[src/rtl/frt_multi_if.sv]
// Register bus of the free-running timer: word address, write strobe, write data
// and combinational read data.
interface frt_multi_if;
    logic [3:0]  reg_a;
    logic [15:0] reg_di;
    logic        reg_we;
    logic [15:0] reg_do;

    modport master (output reg_a, output reg_di, output reg_we, input reg_do);
    modport slave  (input reg_a, input reg_di, input reg_we, output reg_do);
endinterface

[src/rtl/frt_multi.sv]
// Free-running timer: prescaled counter with NUM_OC output-compare channels,
// overflow detection and one input-capture channel, all behind a word register bus.
module frt_multi #(
    parameter int               CNT_W    = 16,
    parameter int               NUM_OC   = 2,
    parameter logic [CNT_W-1:0] OCR_INIT = {CNT_W{1'b1}}
) (
    input  logic              clk,
    input  logic              rst,
    input  logic              ce,
    frt_multi_if.slave        bus,
    input  logic              tclk,
    input  logic              fti,
    output logic [NUM_OC-1:0] fto,
    output logic              oci,
    output logic              ovi,
    output logic              ici
);

    localparam logic [3:0]       A_CTRL    = 4'd0;
    localparam logic [3:0]       A_STAT    = 4'd1;
    localparam logic [3:0]       A_FRC     = 4'd2;
    localparam logic [3:0]       A_FICR    = 4'd3;
    localparam logic [3:0]       A_OLVL    = 4'd4;
    localparam logic [7:0]       OC_MASK   = 8'((9'd1 << NUM_OC) - 9'd1);
    localparam logic [15:0]      CTRL_MASK = {8'h77, OC_MASK};
    localparam logic [CNT_W-1:0] FRC_MAX   = {CNT_W{1'b1}};

    logic [15:0]       ctrl_r;
    logic [CNT_W-1:0]  frc_r;
    logic [CNT_W-1:0]  ficr_r;
    logic [CNT_W-1:0]  ocr_r [NUM_OC];
    logic [NUM_OC-1:0] ocf_r;
    logic [NUM_OC-1:0] olvl_r;
    logic [NUM_OC-1:0] fto_r;
    logic              ovf_r;
    logic              icf_r;
    logic [6:0]        presc_r;
    logic [1:0]        tclk_sync_r;
    logic [1:0]        fti_sync_r;
    logic              tclk_d_r;
    logic              fti_d_r;

    logic              wr_ctrl_s;
    logic              wr_stat_s;
    logic              wr_frc_s;
    logic              wr_olvl_s;
    logic [NUM_OC-1:0] wr_ocr_s;
    logic [NUM_OC-1:0] match_s;
    logic [NUM_OC-1:0] ocf_set_s;
    logic [1:0]        cks_s;
    logic              cks_chg_s;
    logic              tclk_rise_s;
    logic              fti_edge_s;
    logic              presc_hit_s;
    logic              tick_s;
    logic              cnt_tick_s;
    logic              clr_s;
    logic              ovf_set_s;
    logic [CNT_W-1:0]  di_cnt_s;
    logic [15:0]       rd_s;

    function automatic logic [15:0] zext_cnt(input logic [CNT_W-1:0] v);
        logic [15:0] r;
        r = 16'h0000;
        r[CNT_W-1:0] = v;
        return r;
    endfunction

    function automatic logic [7:0] zext_oc(input logic [NUM_OC-1:0] v);
        logic [7:0] r;
        r = 8'h00;
        r[NUM_OC-1:0] = v;
        return r;
    endfunction

    assign cks_s       = ctrl_r[13:12];
    assign di_cnt_s    = bus.reg_di[CNT_W-1:0];
    assign wr_ctrl_s   = bus.reg_we && (bus.reg_a == A_CTRL);
    assign wr_stat_s   = bus.reg_we && (bus.reg_a == A_STAT);
    assign wr_frc_s    = bus.reg_we && (bus.reg_a == A_FRC);
    assign wr_olvl_s   = bus.reg_we && (bus.reg_a == A_OLVL);
    assign cks_chg_s   = wr_ctrl_s && (bus.reg_di[13:12] != cks_s);
    assign tclk_rise_s = tclk_sync_r[1] & ~tclk_d_r;
    assign fti_edge_s  = ctrl_r[14] ? (fti_sync_r[1] & ~fti_d_r) : (~fti_sync_r[1] & fti_d_r);

    // Tick source selection and per-channel compare/write decode.
    always_comb begin
        case (cks_s)
            2'd0:    presc_hit_s = (presc_r[2:0] == 3'b111);
            2'd1:    presc_hit_s = (presc_r[4:0] == 5'b11111);
            2'd2:    presc_hit_s = (presc_r == 7'b1111111);
            default: presc_hit_s = tclk_rise_s;
        endcase
        wr_ocr_s = '0;
        match_s  = '0;
        for (int i = 0; i < NUM_OC; i++) begin
            wr_ocr_s[i] = bus.reg_we && (bus.reg_a == 4'(8 + i));
            match_s[i]  = (frc_r == ocr_r[i]);
        end
    end

    assign tick_s     = ce & presc_hit_s;
    // A CPU write to FRC suppresses every tick effect in that cycle.
    assign cnt_tick_s = tick_s & ~wr_frc_s;
    assign clr_s      = ctrl_r[10] & match_s[0];
    assign ovf_set_s  = cnt_tick_s & ~clr_s & (frc_r == FRC_MAX);
    assign ocf_set_s  = cnt_tick_s ? match_s : '0;

    // Read-data mux; unmapped addresses and bits above the field widths read 0.
    always_comb begin
        rd_s = 16'h0000;
        case (bus.reg_a)
            A_CTRL:  rd_s = ctrl_r;
            A_STAT:  rd_s = {6'b000000, icf_r, ovf_r, zext_oc(ocf_r)};
            A_FRC:   rd_s = zext_cnt(frc_r);
            A_FICR:  rd_s = zext_cnt(ficr_r);
            A_OLVL:  rd_s = {8'h00, zext_oc(olvl_r)};
            default: begin
                for (int i = 0; i < NUM_OC; i++) begin
                    if (bus.reg_a == 4'(8 + i)) begin
                        rd_s = zext_cnt(ocr_r[i]);
                    end else begin
                        rd_s = rd_s;
                    end
                end
            end
        endcase
    end

    assign bus.reg_do = rd_s;
    assign fto        = fto_r;
    assign oci        = |(ocf_r & ctrl_r[NUM_OC-1:0]);
    assign ovi        = ovf_r & ctrl_r[8];
    assign ici        = icf_r & ctrl_r[9];

    // All timer state: synchronizers, prescaler, registers, counter and flags.
    always_ff @(posedge clk) begin
        if (rst) begin
            ctrl_r      <= 16'h0000;
            frc_r       <= '0;
            ficr_r      <= '0;
            ocf_r       <= '0;
            olvl_r      <= '0;
            fto_r       <= '0;
            ovf_r       <= 1'b0;
            icf_r       <= 1'b0;
            presc_r     <= 7'd0;
            tclk_sync_r <= 2'b00;
            fti_sync_r  <= 2'b00;
            tclk_d_r    <= 1'b0;
            fti_d_r     <= 1'b0;
            for (int i = 0; i < NUM_OC; i++) begin
                ocr_r[i] <= OCR_INIT;
            end
        end else begin
            tclk_sync_r <= {tclk_sync_r[0], tclk};
            fti_sync_r  <= {fti_sync_r[0], fti};
            fti_d_r     <= fti_sync_r[1];
            // The TCLK edge flop only advances on CE cycles so an edge waits for one.
            if (ce) begin
                tclk_d_r <= tclk_sync_r[1];
            end
            if (cks_chg_s) begin
                presc_r <= 7'd0;
            end else if (ce) begin
                presc_r <= presc_r + 7'd1;
            end
            if (wr_ctrl_s) begin
                ctrl_r <= bus.reg_di & CTRL_MASK;
            end
            if (wr_olvl_s) begin
                olvl_r <= bus.reg_di[NUM_OC-1:0];
            end
            for (int i = 0; i < NUM_OC; i++) begin
                if (wr_ocr_s[i]) begin
                    ocr_r[i] <= di_cnt_s;
                end
                if (ocf_set_s[i]) begin
                    fto_r[i] <= olvl_r[i];
                end
            end
            if (wr_frc_s) begin
                frc_r <= di_cnt_s;
            end else if (cnt_tick_s) begin
                frc_r <= clr_s ? '0 : frc_r + CNT_W'(1);
            end
            if (fti_edge_s) begin
                ficr_r <= frc_r;
            end
            // Hardware set beats a simultaneous CPU clear.
            ocf_r <= (wr_stat_s ? (ocf_r & bus.reg_di[NUM_OC-1:0]) : ocf_r) | ocf_set_s;
            ovf_r <= (wr_stat_s ? (ovf_r & bus.reg_di[8]) : ovf_r) | ovf_set_s;
            icf_r <= (wr_stat_s ? (icf_r & bus.reg_di[9]) : icf_r) | fti_edge_s;
        end
    end

endmodule

[src/flat_wrapper.sv]
// flat-port wrapper written by rule: the top's interface ports become plain ports
module frt_multi_flat 
#(
    parameter int               CNT_W    = 16,
    parameter int               NUM_OC   = 2,
    parameter logic [CNT_W-1:0] OCR_INIT = {CNT_W{1'b1}}
)
  (clk, rst, ce, tclk, fti, fto, oci, ovi, ici, bus_reg_a, bus_reg_di, bus_reg_we, bus_reg_do);
  frt_multi_if bus_i ();
  input  logic clk;
  input  logic rst;
  input  logic ce;
  input  logic tclk;
  input  logic fti;
  output logic [NUM_OC-1:0] fto;
  output logic oci;
  output logic ovi;
  output logic ici;
  input wire logic [$bits(bus_i.reg_a)-1:0] bus_reg_a;
  input wire logic [$bits(bus_i.reg_di)-1:0] bus_reg_di;
  input wire logic [$bits(bus_i.reg_we)-1:0] bus_reg_we;
  output wire logic [$bits(bus_i.reg_do)-1:0] bus_reg_do;
  assign bus_i.reg_a = bus_reg_a;
  assign bus_i.reg_di = bus_reg_di;
  assign bus_i.reg_we = bus_reg_we;
  assign bus_reg_do = bus_i.reg_do;
  frt_multi #(.CNT_W(CNT_W), .NUM_OC(NUM_OC), .OCR_INIT(OCR_INIT)) u_core (.clk(clk), .rst(rst), .ce(ce), .bus(bus_i), .tclk(tclk), .fti(fti), .fto(fto), .oci(oci), .ovi(ovi), .ici(ici));
endmodule
[config.mk]
export PLATFORM = sky130hd
export DESIGN_NAME = frt_multi_flat
export DESIGN_NICKNAME = d
export VERILOG_FILES = /design/src/rtl/frt_multi_if.sv /design/src/rtl/frt_multi.sv /design/src/flat_wrapper.sv
export SDC_FILE = /design/constraint.sdc
export NUM_CORES = 1
export LEC_CHECK = 0
export ABC_AREA = 1
export CORE_ASPECT_RATIO = 0.8
export CORE_MARGIN = 5
export CORE_UTILIZATION = 45
export DETAILED_ROUTE_END_ITERATION = 16
export PLACE_DENSITY_LB_ADDON = 0.2
export SLEW_MARGIN = 20
export SYNTH_ARGS = -nofsm -noshare
export SYNTH_HDL_FRONTEND = slang
export SYNTH_SLANG_ARGS = --single-unit
[constraint.sdc]
create_clock -name clk -period 2.4 [get_ports clk]
set_clock_uncertainty 0.15 [all_clocks]
set_input_delay 0.48 -clock clk [delete_from_list [all_inputs] [get_ports clk]]
set_output_delay 0.48 -clock clk [all_outputs]
set_load 0.05 [all_outputs]
==> Word level (Yosys, flattened, before mapping) <==
Memories as Yosys holds them, arrays and structs flattened.
Cells that the tools add are included.
{ "classes": {"add_sub_neg": 2, "n_mul": 0, "div_mod_pow": 0, "n_lt_le_gt_ge": 0, "eq_ne": 15, "shifts": 0, "mux": 22, "bitwise_logic": 24, "reduce_logical": 12} }
{ "op_table": {"columns": ["cell", "count"], "rows": [
  ["16-bit 2-to-1 mux", 7],
  ["16-bit one-hot mux with 5 select lines", 1],
  ["16-bit equality test", 2],
  ["16-bit by 1-bit adder with 16-bit output (second input constant)", 1],
  ["16-bit equality test (second input constant)", 1],
  ["1-bit AND", 12],
  ["1-bit 2-to-1 mux", 11],
  ["4-bit by 2-bit equality test with 1-bit output (second input constant)", 2],
  ["4-bit equality test (second input constant)", 2],
  ["7-bit by 1-bit adder with 7-bit output (second input constant)", 1],
  ["7-bit equality test (second input constant)", 1],
  ["1-bit logical AND", 7],
  ["5-bit equality test (second input constant)", 1],
  ["1-bit inverter", 5],
  ["2-bit AND", 2],
  ["4-bit by 1-bit equality test with 1-bit output (second input constant)", 1],
  ["4-bit by 3-bit equality test with 1-bit output (second input constant)", 1],
  ["4-bit logical NOT", 1],
  ["2-bit 2-to-1 mux", 2],
  ["1-bit bitwise OR", 4],
  ["2-bit OR reduction", 2],
  ["3-bit equality test (second input constant)", 1],
  ["1-bit one-hot mux with 3 select lines", 1],
  ["2-bit by 1-bit equality test with 1-bit output (second input constant)", 1],
  ["5 further kinds", 5]
]} }
{ "word_totals": {"register_bits": 61, "latch_bits": 0, "ram_bits": 32, "mem_bits_ro": 0, "in_bits": 26, "output_inout_bits": 21, "wordCells": 90, "mem_count": 1} }
{ "mem_list": {"columns": ["name", "words", "word_bits", "read_ports", "rd_ports_with_merged_regs", "wr", "line_no", "source"], "rows": [
  ["u_core.ocr_r", 2, 16, 2, 0, 2, "frt_multi.sv:32", "logic [CNT_W-1:0] ocr_r [NUM_OC];"]
]} }

==> Depth between registers and ports, before layout <==
{ "logic_depth": {"depth_word": 8, "mapped_depth": 13, "ltp_nobuf": 12} }

==> Worst setup path before layout <==
Ideal clock, no wire load.
{ "synth_path": {"path_kind": "input-to-output", "start": "input port bus_reg_a[3]", "end": "output port bus_reg_do[15]", "arrival_time_ns": 1.746, "path_slack_ns": 0.024, "stages": 4, "path_cell_list": "nor2_4 > nand3_2 > buf_2 > o2111ai_1"} }
{ "synth_via": {"elab_chain_len": 4, "word_cells_on_any_way": 10, "classes_between": "6 x eq/ne; 3 x mux; 1 x reduce/logical"} }
{ "synth_rtl": {"columns": ["element", "line_no", "source"], "rows": [
  ["start, declared", "flat_wrapper.sv:19", "input wire logic [$bits(bus_i.reg_a)-1:0] bus_reg_a;"],
  ["4-bit equality test", "frt_multi.sv:121", "if (bus.reg_a == 4'(8 + i)) begin"],
  ["16-bit 2-to-1 mux (2 in series)", "frt_multi.sv:121", null],
  ["16-bit one-hot mux with 5 select lines (*)", "frt_multi.sv:113", "case (bus.reg_a)"],
  ["end, declared", "flat_wrapper.sv:22", "output wire logic [$bits(bus_i.reg_do)-1:0] bus_reg_do;"]
]} }
Mark *: on every way between the ends. The rest lies on a longest branch, timed or not.

==> Worst setup path after layout <==
{ "layout_path": {"start": "input port bus_reg_a[2]", "end": "output port bus_reg_do[8]"} }
Same word-level chain as after synthesis.

==> summary.txt <==
Die Y-Extent -> 105 µm
Core Footprint -> 0.0110 mm²
Type of the tightest min-delay check -> flip-flop to flip-flop
Fraction of the core area covered by cells at the end of the flow -> 0.587
Total CTS buffers -> 9
Avg WL per Cell -> 16.5 µm
GRT Total Usage -> 0.214
Clock Root Buffer -> sky130_fd_sc_hd__clkbuf_16
R2R cell count -> 11
Portion of the post-synthesis area used by sequential elements -> 0.427
Commonest cells in the synthesized netlist -> sky130_fd_sc_hd__nand2_1, sky130_fd_sc_hd__inv_1, sky130_fd_sc_hd__dfxtp_1
Non-filler instance count after layout -> 883
Area of all placed cells without fillers -> 0.00646 mm²
Async set-or-reset flop fraction in the synthesized netlist -> 0
DR pass1 iterations -> 5
Worst EP arrival -> 1680 ps
Yosys top cell area share -> 0.239
Endpoint kind of the worst setup timing path -> primary output
Pleak -> 2.55 nW
Vias in the first global route -> 4,465
Status -> complete, no violations
Post-synthesis share of cell area spent on full adders, half adders and majority gates -> 0.00978
Count of vias placed by the detailed router -> 4,743
Num rows -> 34
Number of port buffers -> 46
Initial cell density of the core -> 0.464
Worst skew pair latency -> 350 ps
Cell with the most instances after synthesis -> sky130_fd_sc_hd__nand2_1
Minimum clock period after layout -> 2310 ps
TritonCTS clock tree -> yes
Fraction of the cycle the final worst path needs -> 0.962
Number of instances on the worst hold path -> 2
Post-DP HPWL -> 10,700 µm
Critical register-to-register path startpoint -> u_core.presc_r[1]
Slowest cell delay on critical path -> 260 ps
Parity-gate share of the synthesized area counting xor and xnor cells -> 0.0496
Netlist area before placement -> 0.00512 mm²
Initial antenna violation count -> 0
Biggest fanout along the worst timing path -> 6
Post-route antenna net violation count -> 0
Worst Path Class, Setup -> input port to primary output
Diodes inserted -> 0
Post-Place Cells -> 864
Kind of start point of the critical path -> input port
Total count of max-transition violations in the final report -> 0
Final #Nets -> 764
Total congestion overflow -> 0
Worst-case headroom to the max-slew limit -> 0.656
Hold Crit Endpoint -> u_core.tclk_sync_r[1]
Max-cap violation count -> 0
Yosys warning total -> 0
Fmax achieved -> 433 MHz
Final setup viols -> 0
Start point of the worst hold path -> u_core.tclk_sync_r[0]
Number of enable flip-flop cells after synthesis -> 32
Setup slack of the worst register-to-register path -> 310 ps
Top-Level Pins -> 47
Cell area after placement -> 0.00602 mm²
Power density over the cells -> 568 mW/mm²
Endpoint required time on the critical path -> 1770 ps
Syn avg cell area -> 7.65 µm²
Die footprint -> 0.0136 mm²
Top post-synthesis cells by area -> sky130_fd_sc_hd__dfxtp_1, sky130_fd_sc_hd__edfxtp_1, sky130_fd_sc_hd__nand2_1, sky130_fd_sc_hd__inv_1, sky130_fd_sc_hd__a21oi_1
Share of the synthesized area in compound gates (AO/OA/AOI/OAI) -> 0.146
DRC marker count from the first detailed-route iteration -> 506
Simple logic cell fraction of the synthesized area -> 0.249
Setup TNS Final -> 0 ps
Synth-to-Final Area Change -> 26.4%
Routability cong. -> 0.898
Number of levels in the clock H-tree -> 3
Maximum vdd ir drop -> 0.363 mV
Clock-pin slew reported for the worst setup and hold paths after clock tree synthesis -> 70 ps
Capturing point of the worst reg2reg path -> u_core.frc_r[15]
Longest Clk Path Bufs -> 2
Measured slew at the worst slew-check pin -> 515 ps
Slowest cell on crit path -> sky130_fd_sc_hd__nor2_4
Via-per-instance ratio -> 5.37
Gate count after technology mapping -> 669
Routed WL -> 14,500 µm
Crit-path cells -> buf_4 > nor2_4 > inv_2 > nor2_4 > inv_4 > o2111ai_2 > buf_4 > buf_12
Largest net degree at the start of global routing -> 33
Post-Synthesis Net Count -> 699
Most used flip-flop cell after synthesis -> sky130_fd_sc_hd__dfxtp_1
Wire length of the first global-routing pass -> 22,900 µm
Number of library cell types mapped by synthesis -> 38
Endpoints failing hold -> 0
Residual DRC -> 0
Post-synthesis cell type with the largest combined area -> sky130_fd_sc_hd__dfxtp_1
Setup repair after global routing missed its margin -> false
Share of post-route cells with drive strength above 1 -> 0.183
Die X -> 129 µm
Post-synthesis mux area share -> 0
Sink Count -> 93
Number of flip-flops and latches in the synthesized netlist -> 93
Main combinational cell family by area after synthesis -> simple AND/OR/NAND/NOR gates
## metal layers
metal | up-vias | global-route usage | part of all wire
met1 | 2208 | 0.308 | 0.46
met4 | 0 | 0.0690 | 0.020
met5 | - | 0 | 0
li1 | 2320 | - | -
met3 | 29 | 0.0384 | 0.072
met2 | 186 | 0.325 | 0.44
## per-stage QoR
step	worst slack [ps]	power, mW	hold slack [ps]
floorplan	23.7	1.96	238
global placement	-342	2.15	241
detailed placement	-396	2.15	245
CTS	0.927	3.69	256
global route	3.47	3.79	265
finish	91.6	3.67	255
## area by class of cell
class | count | area [µm²]
Fill cell | 985 | 4550
Multi-Input combinational cell | 438 | 2420
Sequential cell | 93 | 2180
Timing Repair Buffer | 87 | 946
Inverter | 104 | 400
Clock buffer | 10 | 250
Tap cell | 144 | 180
Clock inverter | 6 | 75.1
Timing Repair inverter | 1 | 6.26
## power by group
group	internal, mW	switching (mW)	leakage (nW)	total (mW)
Sequential	1.69	0.0490	0.815	1.74
Combinational	0.168	0.229	1.58	0.398
Clock	0.888	0.650	0.157	1.54
## critical path: cells and delay by family
kind	cells	cell delay [ps]
buf+inv	5	560
simple gates	2	460
compound gates	1	170
## kinds of logic after synthesis
| group | count (synthesis) |
|---|---|
| AOI/OAI and AO/OA | 129 |
| adders and majority gates | 4 |
| and+or+nand+nor | 276 |
| xor gates and xnor gates | 29 |
| DFF | 93 |
| buffers and inverters | 138 |
## state kept, by name (all words and copies together) (netlist names)
name                flops
u_core.tclk_sync_r      2
u_core.fto              2
u_core.ocf_r            2
u_core.olvl_r           2
u_core.ctrl_r           8
u_core.fti_d_r          1
u_core.icf_r            1
u_core.fti_sync_r       2
u_core.tclk_d_r         1
u_core.ovf_r            1
u_core.ocr_r           32
u_core.ficr_r          16
u_core.presc_r          7
u_core.frc_r           16
## timing repair
action / 4_1_cts / 5_1_grt
hold buffers: 0 / 0
endpoints found under the setup margin: 16 / 16
gates cloned: 0 / 1
pin swaps: 6 / 9
resized for setup: 24 / 23
setup buffers: 0 / 2
## cell usage in the layout (no fill, tap or decap), drive strengths merged
cell type / instances
nand3: 47
o211ai: 3
nor3b: 2
nand4: 16
o2111ai: 10
o21ai: 50
clkinv: 2
o221ai: 1
inv: 107
ha: 4
a221oi: 6
xor2: 15
nor3: 3
o22ai: 3
bufinv: 1
clkbuf: 13
xnor2: 14
nand2: 154
nand3b: 5
clkdlybuf4s50: 25
clkinvlp: 1
buf: 59
dfxtp: 61
a21oi: 54
a31oi: 2
edfxtp: 32
nor2: 48
or2: 1
## worst max path at each step
stage,slack [ps],endpoint,cells after the start,startpoint
final,90,bus_reg_do[8],8,bus_reg_a[2]
after global routing,3,bus_reg_do[13],7,bus_reg_a[2]
after CTS,0.9,bus_reg_do[0],8,bus_reg_a[1]
after detailed placement,-400,bus_reg_do[10],7,bus_reg_a[2]
after global placement,-340,bus_reg_do[8],9,bus_reg_a[2]
after floorplan,20,bus_reg_do[15],4,bus_reg_a[3]
Power figures use the tool's default switching activity.
